**config.mk**
```make
export PLATFORM = sky130hd
export DESIGN_NAME = multicycle_ctrl
export DESIGN_NICKNAME = d
export VERILOG_FILES = /design/src/rtl/riscv_ctrl_pkg.sv /design/src/rtl/riscv_alu_decoder.sv /design/src/rtl/multicycle_ctrl.sv
export SDC_FILE = /design/constraint.sdc
export NUM_CORES = 1
export LEC_CHECK = 0
export ABC_CLOCK_PERIOD_IN_PS = 2200
export BUFFER_PORTS_ARGS = -buffer_cell sky130_fd_sc_hd__buf_2
export CAP_MARGIN = 20
export CORE_ASPECT_RATIO = 1.4
export CORE_MARGIN = 4
export CORE_UTILIZATION = 55
export CTS_BUF_LIST = sky130_fd_sc_hd__clkbuf_2
export DETAILED_ROUTE_END_ITERATION = 7
export PLACE_DENSITY_LB_ADDON = 0.12
export SETUP_SLACK_MARGIN = 0.1
export SYNTH_ARGS = -nofsm -noshare
export SYNTH_HDL_FRONTEND = slang
export SYNTH_SLANG_ARGS = --single-unit
export TNS_END_PERCENT = 1
```
**constraint.sdc**
```tcl
create_clock -name clk -period 2.2 [get_ports clk]
set_input_delay 0.44 -clock clk [delete_from_list [all_inputs] [get_ports clk]]
set_output_delay 0.44 -clock clk [all_outputs]
set_load 0.005 [all_outputs]
```
**src/rtl/riscv_ctrl_pkg.sv**
```systemverilog
// rtl/riscv_ctrl_pkg.sv - shared states, opcodes and select encodings for the multi-cycle controller
package riscv_ctrl_pkg;

  typedef enum logic [3:0] {
    S_IDLE,
    S_FETCH,
    S_DECODE,
    S_MEMADR,
    S_MEMREAD,
    S_MEMWB,
    S_MEMWRITE,
    S_EXEC_R,
    S_EXEC_I,
    S_ALUWB,
    S_BRANCH,
    S_JAL,
    S_TRAP
  } state_t;

  // Which flavour of ALU operation the current state asks the decoder for
  typedef enum logic [1:0] {
    ALU_CLS_ADD,
    ALU_CLS_SUB,
    ALU_CLS_R,
    ALU_CLS_I
  } alu_cls_t;

  localparam logic [6:0] OP_LOAD   = 7'b0000011;
  localparam logic [6:0] OP_STORE  = 7'b0100011;
  localparam logic [6:0] OP_RTYPE  = 7'b0110011;
  localparam logic [6:0] OP_ITYPE  = 7'b0010011;
  localparam logic [6:0] OP_BRANCH = 7'b1100011;
  localparam logic [6:0] OP_JAL    = 7'b1101111;
  localparam logic [6:0] OP_SYSTEM = 7'b1110011;

  localparam logic [3:0] ALU_ADD  = 4'b0000;
  localparam logic [3:0] ALU_SUB  = 4'b0001;
  localparam logic [3:0] ALU_AND  = 4'b0010;
  localparam logic [3:0] ALU_OR   = 4'b0011;
  localparam logic [3:0] ALU_XOR  = 4'b0100;
  localparam logic [3:0] ALU_SLL  = 4'b0101;
  localparam logic [3:0] ALU_SRL  = 4'b0110;
  localparam logic [3:0] ALU_SRA  = 4'b0111;
  localparam logic [3:0] ALU_SLT  = 4'b1000;
  localparam logic [3:0] ALU_SLTU = 4'b1001;

  localparam logic [1:0] SRC_A_PC    = 2'b00;
  localparam logic [1:0] SRC_A_OLDPC = 2'b01;
  localparam logic [1:0] SRC_A_RS1   = 2'b10;

  localparam logic [1:0] SRC_B_RS2  = 2'b00;
  localparam logic [1:0] SRC_B_IMM  = 2'b01;
  localparam logic [1:0] SRC_B_FOUR = 2'b10;

  localparam logic [1:0] RES_ALUOUT = 2'b00;
  localparam logic [1:0] RES_MEM    = 2'b01;
  localparam logic [1:0] RES_ALU    = 2'b10;

  localparam logic PC_SRC_ALU    = 1'b0;
  localparam logic PC_SRC_ALUOUT = 1'b1;

endpackage

```
**src/rtl/riscv_alu_decoder.sv**
```systemverilog
// rtl/riscv_alu_decoder.sv - combinational ALU operation decode from state class and funct fields
module riscv_alu_decoder
  import riscv_ctrl_pkg::*;
(
  input  alu_cls_t   alu_cls,
  input  logic [2:0] funct3,
  input  logic       funct7_5,
  output logic [3:0] alu_control
);

  logic alt;

  // IR[30] selects SUB only for register ops; shifts honour it for both R and I
  assign alt = funct7_5;

  always_comb begin
    alu_control = ALU_ADD;
    case (alu_cls)
      ALU_CLS_ADD: alu_control = ALU_ADD;
      ALU_CLS_SUB: alu_control = ALU_SUB;
      ALU_CLS_R, ALU_CLS_I: begin
        case (funct3)
          3'b000:  alu_control = (alu_cls == ALU_CLS_R && alt) ? ALU_SUB : ALU_ADD;
          3'b001:  alu_control = ALU_SLL;
          3'b010:  alu_control = ALU_SLT;
          3'b011:  alu_control = ALU_SLTU;
          3'b100:  alu_control = ALU_XOR;
          3'b101:  alu_control = alt ? ALU_SRA : ALU_SRL;
          3'b110:  alu_control = ALU_OR;
          default: alu_control = ALU_AND;
        endcase
      end
      default: alu_control = ALU_ADD;
    endcase
  end

endmodule

```
**src/rtl/multicycle_ctrl.sv**
```systemverilog
// rtl/multicycle_ctrl.sv - multi-cycle RV32I-subset control sequencer with memory timeout and retire counter
module multicycle_ctrl
  import riscv_ctrl_pkg::*;
#(
  parameter int MEM_TIMEOUT = 255,
  parameter int CNT_W       = 32
) (
  input  logic             clk,
  input  logic             reset,
  input  logic [6:0]       opcode,
  input  logic [2:0]       funct3,
  input  logic             funct7_5,
  input  logic             zero,
  input  logic             mem_ready,
  output logic             mem_req,
  output logic             mem_we,
  output logic             iord,
  output logic             ir_we,
  output logic             pc_we,
  output logic             pc_src,
  output logic             rf_we,
  output logic [1:0]       alu_src_a,
  output logic [1:0]       alu_src_b,
  output logic [3:0]       alu_control,
  output logic [1:0]       result_src,
  output logic             beq,
  output logic             halted,
  output logic             err,
  output logic [CNT_W-1:0] retired
);

  localparam int TO_W = (MEM_TIMEOUT < 2) ? 1 : $clog2(MEM_TIMEOUT + 1);
  localparam logic [TO_W-1:0] TO_LAST = TO_W'(MEM_TIMEOUT - 1);

  state_t           state, state_nx;
  alu_cls_t         alu_cls;
  logic [TO_W-1:0]  to_cnt;
  logic [CNT_W-1:0] retired_q;
  logic             err_q;
  logic             mem_wait;
  logic             err_set;
  logic             retire;

  riscv_alu_decoder u_alu_dec (
    .alu_cls     (alu_cls),
    .funct3      (funct3),
    .funct7_5    (funct7_5),
    .alu_control (alu_control)
  );

  always_comb begin
    state_nx   = state;
    alu_cls    = ALU_CLS_ADD;
    mem_req    = 1'b0;
    mem_we     = 1'b0;
    iord       = 1'b0;
    ir_we      = 1'b0;
    pc_we      = 1'b0;
    pc_src     = PC_SRC_ALU;
    rf_we      = 1'b0;
    alu_src_a  = SRC_A_PC;
    alu_src_b  = SRC_B_RS2;
    result_src = RES_ALUOUT;
    beq        = 1'b0;
    mem_wait   = 1'b0;
    err_set    = 1'b0;
    retire     = 1'b0;

    case (state)
      S_IDLE: state_nx = S_FETCH;

      S_FETCH: begin
        mem_req   = 1'b1;
        alu_src_a = SRC_A_PC;
        alu_src_b = SRC_B_FOUR;
        if (mem_ready) begin
          ir_we    = 1'b1;
          pc_we    = 1'b1;
          pc_src   = PC_SRC_ALU;
          state_nx = S_DECODE;
        end else begin
          mem_wait = 1'b1;
        end
      end

      // Branch/jump target is formed here so BRANCH and JAL can load PC from ALUOut
      S_DECODE: begin
        alu_src_a = SRC_A_OLDPC;
        alu_src_b = SRC_B_IMM;
        case (opcode)
          OP_LOAD, OP_STORE: state_nx = S_MEMADR;
          OP_RTYPE:          state_nx = S_EXEC_R;
          OP_ITYPE:          state_nx = S_EXEC_I;
          OP_BRANCH:         state_nx = S_BRANCH;
          OP_JAL:            state_nx = S_JAL;
          OP_SYSTEM:         state_nx = S_TRAP;
          default: begin
            state_nx = S_TRAP;
            err_set  = 1'b1;
          end
        endcase
      end

      S_MEMADR: begin
        alu_src_a = SRC_A_RS1;
        alu_src_b = SRC_B_IMM;
        state_nx  = (opcode == OP_STORE) ? S_MEMWRITE : S_MEMREAD;
      end

      S_MEMREAD: begin
        mem_req = 1'b1;
        iord    = 1'b1;
        if (mem_ready) state_nx = S_MEMWB;
        else           mem_wait = 1'b1;
      end

      S_MEMWB: begin
        rf_we      = 1'b1;
        result_src = RES_MEM;
        state_nx   = S_FETCH;
        retire     = 1'b1;
      end

      S_MEMWRITE: begin
        mem_req = 1'b1;
        mem_we  = 1'b1;
        iord    = 1'b1;
        if (mem_ready) begin
          state_nx = S_FETCH;
          retire   = 1'b1;
        end else begin
          mem_wait = 1'b1;
        end
      end

      S_EXEC_R: begin
        alu_src_a = SRC_A_RS1;
        alu_src_b = SRC_B_RS2;
        alu_cls   = ALU_CLS_R;
        state_nx  = S_ALUWB;
      end

      S_EXEC_I: begin
        alu_src_a = SRC_A_RS1;
        alu_src_b = SRC_B_IMM;
        alu_cls   = ALU_CLS_I;
        state_nx  = S_ALUWB;
      end

      S_ALUWB: begin
        rf_we      = 1'b1;
        result_src = RES_ALUOUT;
        state_nx   = S_FETCH;
        retire     = 1'b1;
      end

      S_BRANCH: begin
        alu_src_a = SRC_A_RS1;
        alu_src_b = SRC_B_RS2;
        alu_cls   = ALU_CLS_SUB;
        if (funct3 == 3'b000 || funct3 == 3'b001) begin
          state_nx = S_FETCH;
          retire   = 1'b1;
          if ((funct3 == 3'b000) == zero) begin
            pc_we  = 1'b1;
            pc_src = PC_SRC_ALUOUT;
            beq    = 1'b1;
          end
        end else begin
          state_nx = S_TRAP;
          err_set  = 1'b1;
        end
      end

      S_JAL: begin
        alu_src_a  = SRC_A_OLDPC;
        alu_src_b  = SRC_B_FOUR;
        rf_we      = 1'b1;
        result_src = RES_ALU;
        pc_we      = 1'b1;
        pc_src     = PC_SRC_ALUOUT;
        state_nx   = S_FETCH;
        retire     = 1'b1;
      end

      S_TRAP: state_nx = S_TRAP;

      default: state_nx = S_IDLE;
    endcase

    // The last tolerated wait cycle overrides whatever the state wanted next
    if (mem_wait && to_cnt == TO_LAST) begin
      state_nx = S_TRAP;
      err_set  = 1'b1;
    end
  end

  always_ff @(posedge clk) begin
    if (!reset) begin
      state     <= S_IDLE;
      to_cnt    <= '0;
      err_q     <= 1'b0;
      retired_q <= '0;
    end else begin
      state <= state_nx;
      if (mem_wait && state_nx == state) to_cnt <= to_cnt + 1'b1;
      else                               to_cnt <= '0;
      if (err_set) err_q <= 1'b1;
      if (retire)  retired_q <= retired_q + 1'b1;
    end
  end

  assign halted  = (state == S_TRAP);
  assign err     = err_q;
  assign retired = retired_q;

endmodule

```
==> impl_metrics.ini <==
[setup_path]
max_stage_delay_ns = 0.44
worstPathRequired_ns = 1.76
arrival_ns = 1.69
path_cells = and2b_2 > nand2_2 > nor2_1 > or3_1 > buf_2
cp_slowest_cell = dfxtp_4
worstSetupStartpointType = flop
path_max_fanout = 7
path_class = reg -> out
cp-end-kind = output port

[sta]
hold_viol_final = 0
post-route-min-period_ns = 2.13
setup_ws_ns = 0.0748
tightest_slew_ns = 0.759
fin_crit_sh = 0.966
fmax_mhz = 471
rsz0062_at_grt = yes
setup_viol = 0
slew_headroom = 0.494
fin_skew_ns = 0.0334
final_max_slew_viol_count = 0

[logic_synthesis]
synth-edff-count = 0
ys_ff_latch = 45
synth_area_mm2 = 0.00267
synthArstFlopShare = 0
synth_ff_type = dfxtp_1
seq_area_frac_synth = 0.337
ys_warn_count = 0
synth.avg_cell_area_um2 = 8.27
postSynthCellCount = 323
synth_cell_types = 52
syn-num-nets = 341

[cts]
clkLatencyLatePin_ns = 0.42
cts.sinks = 45
cts_tree = done
cts.htree.levels = 2
path_clk_slew_ns = 0.24
root_buffer = clkbuf_2
cts_made_buffers = 5
cts_hold_buf = 0
clk_path_buf_depth = 2

[layout]
ff_latch_area_um2 = 916
instances_no_fill = 469
post-route-util = 0.717
syn2layout_area_growth_pct = 23.7
multi_input_area_mm2 = 0.00171
nets = 424
fill_cells = 392
drive_above_1_share = 0.319
antennaDiodeCount = 0

[floorplan]
die-area_mm2 = 0.00605
row_count = 29
die_x_um = 66.9
core-area_mm2 = 0.00461
ioPinCount = 67
initial_core_util = 0.579
dieHeight_um = 90.4

[power_and_ir_drop]
power_density_mw_per_mm2 = 430
p_leak_nw = 1.38
peakVddDrop_v = 0.000277

[grt]
antenna_found_initial = 0
grt_first_pass_wirelength_mm = 10.8
grt_pass1_vias = 2456
grt_use_total = 0.222
grt.overflow.total = 0
grt_max_degree = 25

[drt]
avgViaCountPerCell = 5.59
routed_wl_mm = 6.61
dr_total_vias = 2624
drt_iter0_markers = 137
drc = 0
routedWlPerCell_um = 14.1
drtAntennaViolNets = 0
first_pass_iters = 4

[flow_run]
maxCapViolCount = 0

[status]
status = finished clean

[placement]
place_worst_setup_slack_ns = 0.144
globalplace.congestion = 0.848
portBuffers = 66
post-dp-hpwl_mm = 4.58
placed_cells_incl_taps = 448

[worst_hold_path]
min_path_type = in -> reg
[synthesized netlist by cell type (3+ instances only)]
| master | number | area share |
|---|---|---|
| and3_1 | 4 | 0.0094 |
| o21ai_0 | 9 | 0.017 |
| nand3_1 | 19 | 0.036 |
| mux2i_1 | 8 | 0.030 |
| a21boi_0 | 3 | 0.0084 |
| a21oi_1 | 19 | 0.036 |
| and2_1 | 5 | 0.012 |
| ha_1 | 3 | 0.014 |
| or3_1 | 4 | 0.0094 |
| and4_1 | 4 | 0.013 |
| nand4_1 | 6 | 0.014 |
| nor3_1 | 4 | 0.0075 |
| dfxtp_1 | 45 | 0.34 |
| inv_1 | 10 | 0.014 |
| clkbuf_1 | 8 | 0.011 |
| nand2b_1 | 16 | 0.037 |
| xnor2_1 | 22 | 0.072 |
| o31a_1 | 3 | 0.0098 |
| xor2_1 | 7 | 0.023 |
| a211oi_1 | 8 | 0.022 |
| buf_6 | 3 | 0.013 |
| o22ai_1 | 3 | 0.0070 |
| nand2_1 | 30 | 0.042 |
| nor2_1 | 43 | 0.060 |
[cells in the final DEF, fill, tap and decap left out, types with 9 or more instances in the layout]
cell,Yosys,routed
xnor2_1,22,22
inv_1,10,9
a21oi_1,19,16
nand3_1,19,18
o21ai_0,9,9
nand2_1,30,28
nor2_1,43,41
nand2b_1,16,14
dfxtp_1,45,41
buf_4,1,22
buf_2,2,66
[cells by family (layout without fill, tap and decap cells)]
logic type,after synthesis,count (layout),synth area share
buffers and inverters,24,108,0.0445
muxes,8,8,0.0300
AOI/OAI and AO/OA,62,62,0.179
DFF,45,45,0.337
xor gates and xnor gates,29,29,0.0951
and+or+nand+nor,152,152,0.299
adders and majority gates,3,3,0.0141
[worst max-delay path: cells and delay by family, from the launching register on]
family,cells,cell delay [ns]
buffers and inverters,1,0.13
DFF,1,0.44
and+or+nand+nor,4,0.72
[power by group]
group	switching, W	internal [W]
Clock	0.000282	0.0000804
Combinational	0.000119	0.0000978
Sequential	0.0000160	0.000826
[timing repair]
action / 4_1_cts / 5_1_grt
buffers inserted: 12 / 1
resized for setup: 16 / 9
pin swaps: 2 / 3
gates cloned: 0 / 0
setup endpoints to repair: 8 / 9
[layout make-up]
type,instances,area share
clock buffers,5,0.00758
well taps,62,0.0235
multi-input cells,254,0.517
clock inverters,3,0.00644
inverters,10,0.0114
flip-flops and latches,45,0.277
repair buffers,90,0.157
[worst paths after layout]
kind,from,endpoint,slack [ns],depth (start not counted)
worst max-delay path,state[1],pc_we,0.07,5
worst min-delay path,reset,retired[19],0.45,3
worst max register to register,state[1],retired[24],0.29,6
worst min register to register,retired[29],retired[29],0.50,2
[state kept, by name (all words and copies together) (netlist names)]
| signal | count |
|---|---|
| retired | 32 |
| to_cnt | 8 |
| state | 4 |
| err | 1 |
[metrics by stage]
stage / hold WS (ns) / TNS, ns / area (µm²) / power, W
6_report: 0.449 / 0 / 3300 / 0.00142
3_5_place_dp: 0.462 / 0 / 3080 / 0.00103
2_1_floorplan: 0.453 / 0 / 2670 / 0.000964
4_1_cts: 0.424 / 0 / 3260 / 0.00142
5_1_grt: 0.422 / -0.0383 / 3300 / 0.00149
3_3_place_gp: 0.463 / 0 / 3080 / 0.00103
[per-layer routing]
metal  global-route usage  wire [µm]  vias to the layer above
met1                0.239       2620                     1227
li1                     -          -                     1301
met4                0.112        233                        0
met3               0.0374        280                       22
met2                0.398       3480                       74
met5                    0          0                        -
Power figures use the tool's default switching activity.
